File: src/rtl/project_types.sv
// ---------------------------------------------------------------------------
// project_types: shared stall encodings, controller states and reset level.
// Rev 1.0
// ---------------------------------------------------------------------------
`default_nettype none

package project_types;

  typedef logic reset_status_t;
  localparam reset_status_t RST_ENABLE = 1'b0;

  // Bit k stalls pipeline position k: [0]PC [1]IF/ID [2]ID/EX [3]EX/MEM [4]MEM/WB [5]WB
  typedef logic [5:0] stall_t;
  localparam stall_t STALL_NONE = 6'b000000;
  localparam stall_t STALL_ID   = 6'b000111;
  localparam stall_t STALL_EX   = 6'b001111;
  localparam stall_t STALL_MEM  = 6'b011111;
  localparam stall_t STALL_ALL  = 6'b111111;

  typedef enum logic [0:0] {
    CTRL_NORMAL = 1'b0,
    CTRL_FLUSH  = 1'b1
  } ctrl_state_t;

  function automatic stall_t stall_merge(input logic exc, input logic mem,
                                         input logic ex, input logic id);
    if (exc)      return STALL_ALL;
    else if (mem) return STALL_MEM;
    else if (ex)  return STALL_EX;
    else if (id)  return STALL_ID;
    else          return STALL_NONE;
  endfunction

endpackage

`default_nettype wire

File: src/rtl/mc_stall_counter.sv
// ---------------------------------------------------------------------------
// mc_stall_counter: EX multi-cycle op sequencer (load / decrement / freeze / abort).
// Rev 1.0
// ---------------------------------------------------------------------------
`default_nettype none

module mc_stall_counter #(
  parameter int MC_LEN_W = 4
) (
  input  logic                clk,
  input  logic                rst,
  input  logic                start,
  input  logic [MC_LEN_W-1:0] len,
  input  logic                freeze,
  input  logic                abort,
  output logic                busy,
  output logic                done,
  output logic                stall_ex
);
  import project_types::*;

  localparam logic [MC_LEN_W-1:0] CNT_ONE = MC_LEN_W'(1);

  logic [MC_LEN_W-1:0] cnt_q, cnt_d;
  logic                busy_q, busy_d;
  logic                start_ok;

  always_comb begin
    cnt_d    = cnt_q;
    busy_d   = busy_q;
    done     = 1'b0;
    stall_ex = busy_q;
    start_ok = start && !busy_q && !abort && (len != '0);
    if (abort) begin
      cnt_d  = '0;
      busy_d = 1'b0;
    end else if (busy_q) begin
      if (!freeze) begin
        if (cnt_q == CNT_ONE) begin
          done   = 1'b1;
          busy_d = 1'b0;
          cnt_d  = '0;
        end else begin
          cnt_d = cnt_q - CNT_ONE;
        end
      end
    end else if (start_ok) begin
      // The start cycle itself is the first of the len EX cycles.
      if (len == CNT_ONE) begin
        done = 1'b1;
      end else begin
        cnt_d    = len - CNT_ONE;
        busy_d   = 1'b1;
        stall_ex = 1'b1;
      end
    end
  end

  always_ff @(posedge clk) begin
    if (rst == RST_ENABLE) begin
      cnt_q  <= '0;
      busy_q <= 1'b0;
    end else begin
      cnt_q  <= cnt_d;
      busy_q <= busy_d;
    end
  end

  assign busy = busy_q;

endmodule

`default_nettype wire

File: src/rtl/pipeline_ctrl.sv
// ---------------------------------------------------------------------------
// pipeline_ctrl: stall/flush controller for the 5-stage pipeline.
// Optional STALL_WATCHDOG_EN adds a sticky consecutive-stall watchdog. Rev 1.0
// ---------------------------------------------------------------------------
`default_nettype none

module pipeline_ctrl #(
  parameter int MC_LEN_W   = 4,
  parameter int PC_W       = 32,
  parameter int WDOG_LIMIT = 1024
) (
  input  logic                clk,
  input  logic                rst,
  input  logic                stallreq_id,
  input  logic                stallreq_mem,
  input  logic                ex_mc_start,
  input  logic [MC_LEN_W-1:0] ex_mc_len,
  input  logic                exc_req,
  input  logic [PC_W-1:0]     exc_vector,
  output logic [5:0]          stall,
  output logic                flush,
  output logic [PC_W-1:0]     new_pc,
  output logic                ex_mc_busy,
  output logic                ex_mc_done,
  output logic                wdog_err
);
  import project_types::*;

  ctrl_state_t     state_q, state_d;
  logic            flush_q, flush_d;
  logic [PC_W-1:0] new_pc_q, new_pc_d;
  logic            exc_take;
  logic            mc_stall_ex;

  // Exceptions arriving during the flush cycle belong to squashed instructions.
  assign exc_take = exc_req && (state_q == CTRL_NORMAL);

  mc_stall_counter #(
    .MC_LEN_W (MC_LEN_W)
  ) u_mc (
    .clk      (clk),
    .rst      (rst),
    .start    (ex_mc_start),
    .len      (ex_mc_len),
    .freeze   (stallreq_mem),
    .abort    (exc_take),
    .busy     (ex_mc_busy),
    .done     (ex_mc_done),
    .stall_ex (mc_stall_ex)
  );

  always_comb begin
    state_d  = state_q;
    flush_d  = 1'b0;
    new_pc_d = new_pc_q;
    case (state_q)
      CTRL_NORMAL: begin
        if (exc_take) begin
          state_d  = CTRL_FLUSH;
          flush_d  = 1'b1;
          new_pc_d = exc_vector;
        end
      end
      CTRL_FLUSH: state_d = CTRL_NORMAL;
      default:    state_d = CTRL_NORMAL;
    endcase
  end

  always_comb begin
    stall = STALL_NONE;
    if (state_q == CTRL_NORMAL) begin
      stall = stall_merge(exc_take, stallreq_mem, mc_stall_ex, stallreq_id);
    end
  end

  always_ff @(posedge clk) begin
    if (rst == RST_ENABLE) begin
      state_q  <= CTRL_NORMAL;
      flush_q  <= 1'b0;
      new_pc_q <= '0;
    end else begin
      state_q  <= state_d;
      flush_q  <= flush_d;
      new_pc_q <= new_pc_d;
    end
  end

  assign flush  = flush_q;
  assign new_pc = new_pc_q;

`ifdef STALL_WATCHDOG_EN
  localparam int WD_W = $clog2(WDOG_LIMIT + 1);
  localparam logic [WD_W-1:0] WD_MAX = WD_W'(WDOG_LIMIT);

  logic [WD_W-1:0] wd_q, wd_d;
  logic            wdog_err_q, wdog_err_d;

  always_comb begin
    wd_d       = wd_q;
    wdog_err_d = wdog_err_q;
    if ((stall == STALL_NONE) || flush_q) begin
      wd_d = '0;
    end else if (wd_q != WD_MAX) begin
      wd_d = wd_q + WD_W'(1);
    end
    if (wd_d == WD_MAX) begin
      wdog_err_d = 1'b1;
    end
  end

  always_ff @(posedge clk) begin
    if (rst == RST_ENABLE) begin
      wd_q       <= '0;
      wdog_err_q <= 1'b0;
    end else begin
      wd_q       <= wd_d;
      wdog_err_q <= wdog_err_d;
    end
  end

  assign wdog_err = wdog_err_q;
`else
  logic unused_wdog_limit;
  assign unused_wdog_limit = ^WDOG_LIMIT;
  assign wdog_err          = 1'b0;
`endif

endmodule

`default_nettype wire

File: config.mk
export PLATFORM = sky130hd
export DESIGN_NAME = pipeline_ctrl
export DESIGN_NICKNAME = d
export VERILOG_FILES = /design/src/rtl/project_types.sv /design/src/rtl/mc_stall_counter.sv /design/src/rtl/pipeline_ctrl.sv
export SDC_FILE = /design/constraint.sdc
export NUM_CORES = 1
export LEC_CHECK = 0
export CORE_UTILIZATION = 35
export CTS_CLUSTER_SIZE = 16
export DETAILED_ROUTE_END_ITERATION = 8
export GPL_TIMING_DRIVEN = 0
export HOLD_SLACK_MARGIN = 0.1
export PLACE_DENSITY = 0.71
export SLEW_MARGIN = 20
export SYNTH_ARGS = -nofsm -noshare
export SYNTH_HDL_FRONTEND = slang
export SYNTH_SLANG_ARGS = --single-unit
export TNS_END_PERCENT = 5
File: constraint.sdc
create_clock -name clk -period 3.1 [get_ports clk]
set_input_delay 0.775 -clock clk [delete_from_list [all_inputs] [get_ports clk]]
set_output_delay 0.775 -clock clk [all_outputs]
set_load 0.02 [all_outputs]
# Word-level counts from Yosys, hierarchy flattened
# Index checks and enable logic that the tools add are counted.
# totals
regBits	39
in_bits	42
# classes
addsub	2
eq_ne	4
n_mux	25
n_bitwise	2
reduce_logical	12
# op_table
operator	n
2-to-1 mux 4 bit	6
2-to-1 mux 1 bit	14
2-to-1 mux 6 bit	2
equality test 4 x 1 -> 1 bit, second input constant	2
subtractor 4 x 1 -> 4 bit, second input constant	2
2-to-1 mux 5 bit	1
logical AND 1 bit	4
nonzero test 4 bit	1
OR reduction 2 bit	2
2-to-1 mux 3 bit	1
AND reduction 3 bit	1
logical NOT 1 bit	2
!= test 2 x 1 -> 1 bit, second input constant	1
!= test 2 bit, second input constant	1
NOT 1 bit	2
one-hot mux 1 bit (2 select lines)	1
AND reduction 2 bit	1
nonzero test 2 bit	1

# Logic depth before layout (Yosys ltp)
# Gate-level depths: netlist of the first run.
# depth
depth_word	12
depth_mapped	7
ltp_nobuf	6

# Cells and area by module
# A second synthesis of the first run with hierarchy kept.
# hier_totals
hier_cells	204
area_unflattened_um2	1839.3
# by_module_without_submodules
module	n_inst	cells_each	area_per_inst_um2
pipeline_ctrl	1	153	1398.8
mc_stall_counter	1	51	440.4

# Worst setup path before layout of the first run
# OpenSTA, ideal clock, no wires.
# synth_timing
path_kind	input -> output
start	in ex_mc_len[0]
end	out stall[1]
t_arrival_ns	2.120
required_time_ns	2.325
path_slack_ns	0.205
stages	7
n_path_buf	1
path_cell_list	inv_1 > ha_1 > nor2_1 > o21a_1 > nor2_1 > a31oi_1 > buf_4
# synth_between
elab_chain_len	9
word_cells_on_any_way	11
# synth_lines
item	line	text
from (decl)	pipeline_ctrl.sv:17	input logic [MC_LEN_W-1:0] ex_mc_len,
equality test 4 x 1 -> 1 bit or nonzero test 4 bit (tied branches)	mc_stall_counter.sv:49, mc_stall_counter.sv:33	
2-to-1 mux 1 bit or logical AND 1 bit (tied branches)	mc_stall_counter.sv:49, mc_stall_counter.sv:33	
2-to-1 mux 1 bit *	mc_stall_counter.sv:47	end else if (start_ok) begin
2-to-1 mux 1 bit *	mc_stall_counter.sv:37	end else if (busy_q) begin
2-to-1 mux 1 bit *	mc_stall_counter.sv:34	if (abort) begin
2-to-1 mux 4 bit *	project_types.sv:29	else if (ex) return STALL_EX;
2-to-1 mux 5 bit *	project_types.sv:28	else if (mem) return STALL_MEM;
2-to-1 mux 6 bit *	project_types.sv:27	if (exc) return STALL_ALL;
2-to-1 mux 6 bit *	pipeline_ctrl.sv:71	if (state_q == CTRL_NORMAL) begin
to (decl)	pipeline_ctrl.sv:20	output logic [5:0] stall,
# Mark *: on every way between the ends. The rest lies on a longest branch, timed or not.

# Worst setup path after layout of the first run
# layout_timing
start	in ex_mc_len[3]
end	out stall[1]
# The elaborated chain is that of the path after synthesis.

==> out/qor.yml, run 1 <==
status: "completed"
powerDensity_nw_per_um2: 426.8
crit_arrival_ps: 2230
synthAdderAreaFrac: 0.02924
slew_viol_final: 0
fp.dieArea_um2: 5174
drt-initial-drc-count: 80
ios: 84
numCtsBuffers: 5
gp_routability_congestion: 0.8358
htreeDepth: 2
setup.worst_path.class: "input pin to primary output"
post-cts-setup-buffers: 0
area_growth_pct: 59.21
grt_pass1_wl_um: 6630
synth_flop_cell: "dfxtp_1"
setup_viol: 0
synthMuxAreaShare: 0.005848
synth_area_leader_cell: "dfxtp_1"
clock_skew_ps: 4.849
routed_wl_um: 4005
finalHoldViolCount: 0
synth_top_family_by_area: "simple AND/OR/NAND/NOR gates"
ys_seq_elements: 38
p_total_uw: 1163
synth_top_area_frac: 0.4444
core_um2: 4723
path_clk_slew_ps: 80
leakagePower_uw: 0.001060
synth_commonest_cells: "67 x nand2_1, 38 x dfxtp_1, 28 x a21boi_0"
nets: 342
layout-drive-gt1-share: 0.1212
regArea_um2: 760.7
clkLatencyLatePin_ps: 290
fmax_ghz: 0.3323
antenna_found_initial: 0
fin_crit_sh: 0.9708
rsz0062_at_grt: "no"
synth_most_common_cell: "nand2_1"
die_w_um: 71.93
drc_errors: 0
cts_hold_buffers: 0
synth_area_leaders: "dfxtp_1 44%, nand2_1 15%, a21boi_0 12%, buf_4 3.5%, ha_1 2.9%"
setup.worst_path.end_class: "primary output"
n_fill_cell: 449
r2r_cells: 5
synth.distinct_cells: 37
synth_xor_area_frac: 0.01023
synth-edff-count: 0
dpl.hpwl_um: 3006
crit_fanout: 4
start_util: 0.3624
viasPerCell: 4.489
place_area_um2: 2616
vias: 1634
hp-class: "flip-flop to flip-flop"
drt-pass1-iter-count: 4
clock-sinks: 38
io_buffers: 82
synth_simple_gate_area_frac: 0.2251
clock_path_buffers: 2
min_period_ps: 3010
grt_pass1_vias: 1551
critPathRequiredTime_ps: 2320
synth-async-reset-ratio: 0
hold_depth: 2
cts-root-buf: "clkbuf_8"
mappedNetlistArea_um2: 1712
avgSynthCellArea_um2: 8.229
grt_max_degree: 13
wl_per_cell_um: 11.00
synth-compound-area-share: 0.2164
crit_path_start_kind: "input pin"
ys_warn_count: 0
syn-num-nets: 254
grt_overflow_total: 0
tritoncts: "built"
netlist_instances: 208
cap_viol_max_count: 0
diodes: 0
die_h_um: 71.93
multi_input_area_um2: 868.3
grt_use_total: 0.1640
postRouteAntennaNets: 0
final_area_um2: 2725
ir_drop_v: 0.0002533
rows: 25
ys_seq_area_frac: 0.4444
hold-worst-slack_ps: 450.5
-- sequential cells by signal, summed over array words and instances, names as in the netlist --
| name | count |
|---|---|
| u_mc.cnt_q | 4 |
| state_q | 1 |
| new_pc | 32 |
| u_mc.busy | 1 |
-- power by group --
part	total [µW]	internal (µW)	switching, µW
clock	349	179	170
combinational	281	148	132
sequential	534	517	16.4
total	1160	844	319
-- worst paths after layout --
path / startpoint / to / slack [ps]
hold / removal: new_pc[16] / new_pc[16] / 450
setup / recovery: ex_mc_len[3] / stall[1] / 90
hold reg to reg: new_pc[16] / new_pc[16] / 450
setup reg to reg: state_q / u_mc.cnt_q[3] / 1630
-- layout make-up --
cell class,count,area share
clock buffers,6,0.03030
repair buffers,82,0.2966
multi-input cells,149,0.3186
flip-flops and latches,38,0.2792
well taps,67,0.03076
plain buffers,14,0.03168
clock inverters,2,0.004591
inverters,6,0.008264
-- stage by stage --
step	worst slack (ps)	setup TNS, ps	std cells	utilization
2_1_floorplan	205.0	0	208	-
3_3_place_gp	-698.3	-2978	357	0.5539
3_5_place_dp	-707.6	-2997	357	0.5539
4_1_cts	-170.7	-360.8	365	0.5738
5_1_grt	9.312	0	364	0.5770
6_report	90.43	0	364	0.5770
-- cell usage in the layout, fill, tap and decap left out, types with 2 or more instances in the layout --
cell	Yosys	layout
clkdlybuf4s50_1	0	73
nand2_1	67	67
dfxtp_1	38	38
a21boi_0	28	28
buf_4	8	11
clkbuf_8	0	6
a21oi_1	5	5
inv_1	5	4
nor2_1	6	4
o21ai_0	4	4
a21boi_1	4	4
nand2b_1	3	3
buf_2	4	3
clkbuf_1	3	3
nand3_1	3	3
inv_2	1	2
nor2b_1	2	2
o22ai_1	2	2
nor3_1	2	2
ha_1	4	2
dlymetal6s2s_1	0	2
clkbuf_2	0	2
-- layer usage --
| metal | part of all wire | global-route usage | routed length (µm) | vias up |
|---|---|---|---|---|
| met1 | 0.46 | 0.1876 | 1835 | 732 |
| met5 | 0 | 0 | 0 | - |
| met2 | 0.47 | 0.2862 | 1886 | 42 |
| li1 | - | - | - | 855 |
| met3 | 0.060 | 0.05417 | 240 | 5 |
| met4 | 0.011 | 0.05882 | 43 | 0 |
-- timing repair --
action,4_1_cts,5_1_grt
endpoints found under the setup margin,6,5
pin swaps,2,3
hold endpoints to repair,0,0
resized for setup,16,14
-- logic make-up after synthesis --
kind of cell,count (synthesis)
and+or+nand+nor,90
AOI/OAI and AO/OA,51
DFF,38
buffers and inverters,21
adders and majority gates,4
xor gates and xnor gates,2
other,1
muxes,1
-- worst max-delay path: stages --
cell and delay [ps]:
clkdlybuf4s50_1 430, or2_4 290, o21a_1 190, nor2_2 120, a31oi_2 130, buf_4 150, buf_4 140
Note: power is estimated with default switching activity, not from simulation.
==> run 2, diff against run 1 <==
Settings changed: CORE_MARGIN from default to 2.
==> run 2 against run 1 <==
- core utilization is 0.42 points higher
- die area is 5.6% higher
- critical path depth stayed put
- final cell count stayed put
- clock power is 21% higher
- hold slack better by 1.4 ps
- critical endpoint unchanged
- sequential power hardly changed
- non-clock buffer count is 1 higher
==> out/qor.yml, run 2 (synthesis results as in run 1) <==
status: "completed"
die_h_um: 73.93
finalHoldViolCount: 0
setup.worst_path.class: "input pin to primary output"
vias: 1647
numCtsBuffers: 5
grt_overflow_total: 0
hold-worst-slack_ps: 451.9
setup_viol: 0
clock_skew_ps: 2.076
antenna_found_initial: 0
p_total_uw: 1237
final_common_cell: "clkdlybuf4s50_1"
tritoncts: "built"
leakagePower_uw: 0.001064
routed_wl_um: 4161
core_um2: 4723
critPathRequiredTime_ps: 2320
gp_routability_congestion: 0.8264
die_w_um: 73.93
grt_max_degree: 12
largest_reg_flops: 32
grt_use_total: 0.1585
min_period_ps: 3036
fp.dieArea_um2: 5466
slew_viol_final: 0
powerDensity_nw_per_um2: 450.7
setup.worst_path.end_class: "primary output"
path_clk_slew_ps: 70
crit_fanout: 4
dpl.hpwl_um: 3093
clkLatencyLatePin_ps: 280
postRouteAntennaNets: 0
layout-drive-gt1-share: 0.1212
ir_drop_v: 0.0002294
nets: 343
final_cell_mix: "74 x clkdlybuf4s50_1, 67 x nand2_1, 38 x dfxtp_1"
ios: 84
crit_path_start_kind: "input pin"
drt-initial-drc-count: 80
rows: 25
n_fill_cell: 472
rsz0062_at_grt: "no"
viasPerCell: 4.525
start_util: 0.3624
grt_pass1_vias: 1553
fin_crit_sh: 0.9794
place_area_um2: 2616
fmax_ghz: 0.3294
hp-class: "flip-flop to flip-flop"
crit_arrival_ps: 2260
clock_path_buffers: 2
cap_viol_max_count: 0
area_growth_pct: 60.38
finalCoreUtilization: 0.5812
post-cts-setup-buffers: 0
drt-pass1-iter-count: 4
io_buffers: 82
diodes: 0
wl_per_cell_um: 11.43
grt_pass1_wl_um: 6755
drc_errors: 0
final_area_um2: 2745
setup_tns_ps: 0
clock-sinks: 38
cts-root-buf: "clkbuf_8"
htreeDepth: 2
-- run 2: changes by cell type in the layout (fill, tap and decap cells not counted) --
cell | before | now
buf_2 | 3 | 4
bufinv_16 | 0 | 1
clkdlybuf4s50_1 | 73 | 74
clkinv_2 | 1 | 0
clkinvlp_4 | 1 | 0
dlymetal6s2s_1 | 2 | 1
-- run 2: worst paths after layout --
| check | from | to | slack, ps | cells past startpoint |
|---|---|---|---|---|
| hold / removal | new_pc[15] | new_pc[15] | 450 | 2 |
| setup / recovery | ex_mc_len[2] | stall[1] | 60 | 7 |
| hold reg to reg | new_pc[15] | new_pc[15] | 450 | 2 |
| setup reg to reg | u_mc.cnt_q[0] | u_mc.cnt_q[0] | 1670 | 5 |
-- run 2: metrics by stage --
stage	std cells	setup slack [ps]
5_1_grt	364	12.73
4_1_cts	364	-170.7
3_5_place_dp	357	-718.0
2_1_floorplan	208	205.0
3_3_place_gp	357	-701.6
6_report	364	63.76
-- run 2: critical path: stages --
cell and delay [ps]:
clkdlybuf4s50_1 460, or2_4 280, o21a_1 200, nor2_2 130, a31oi_2 130, buf_4 150
buf_4 140
-- run 2: report_power, final --
group / internal (µW) / leakage [µW] / switching (µW)
sequential: 517 / 0.000312 / 16.2
combinational: 149 / 0.000694 / 134
clock: 257 / 0.0000573 / 164
total: 924 / 0.00106 / 314
-- run 2: what timing repair did --
| action | 4_1_cts | 5_1_grt |
|---|---|---|
| hold buffers | 0 | 0 |
| endpoints found under the setup margin | 6 | 5 |
| resized for setup | 16 | 13 |
| pin swaps | 2 | 3 |
-- run 2: metal layers --
metal,track usage,part of all wire
met5,0,0
met4,0.04848,0.0082
met3,0.06098,0.075
met2,0.2569,0.48
met1,0.1958,0.44
-- run 2: final cells by class --
cell class              instances  area, µm²  area share
flip-flops and latches         38      760.7      0.2771
repair buffers                 82      805.8      0.2935
multi-input cells             149      868.3      0.3163
inverters                       6      22.52    0.008204
plain buffers                  15      91.34     0.03327
clock inverters                 1      30.03     0.01094
clock buffers                   6      82.58     0.03008
well taps                      67      83.83     0.03054
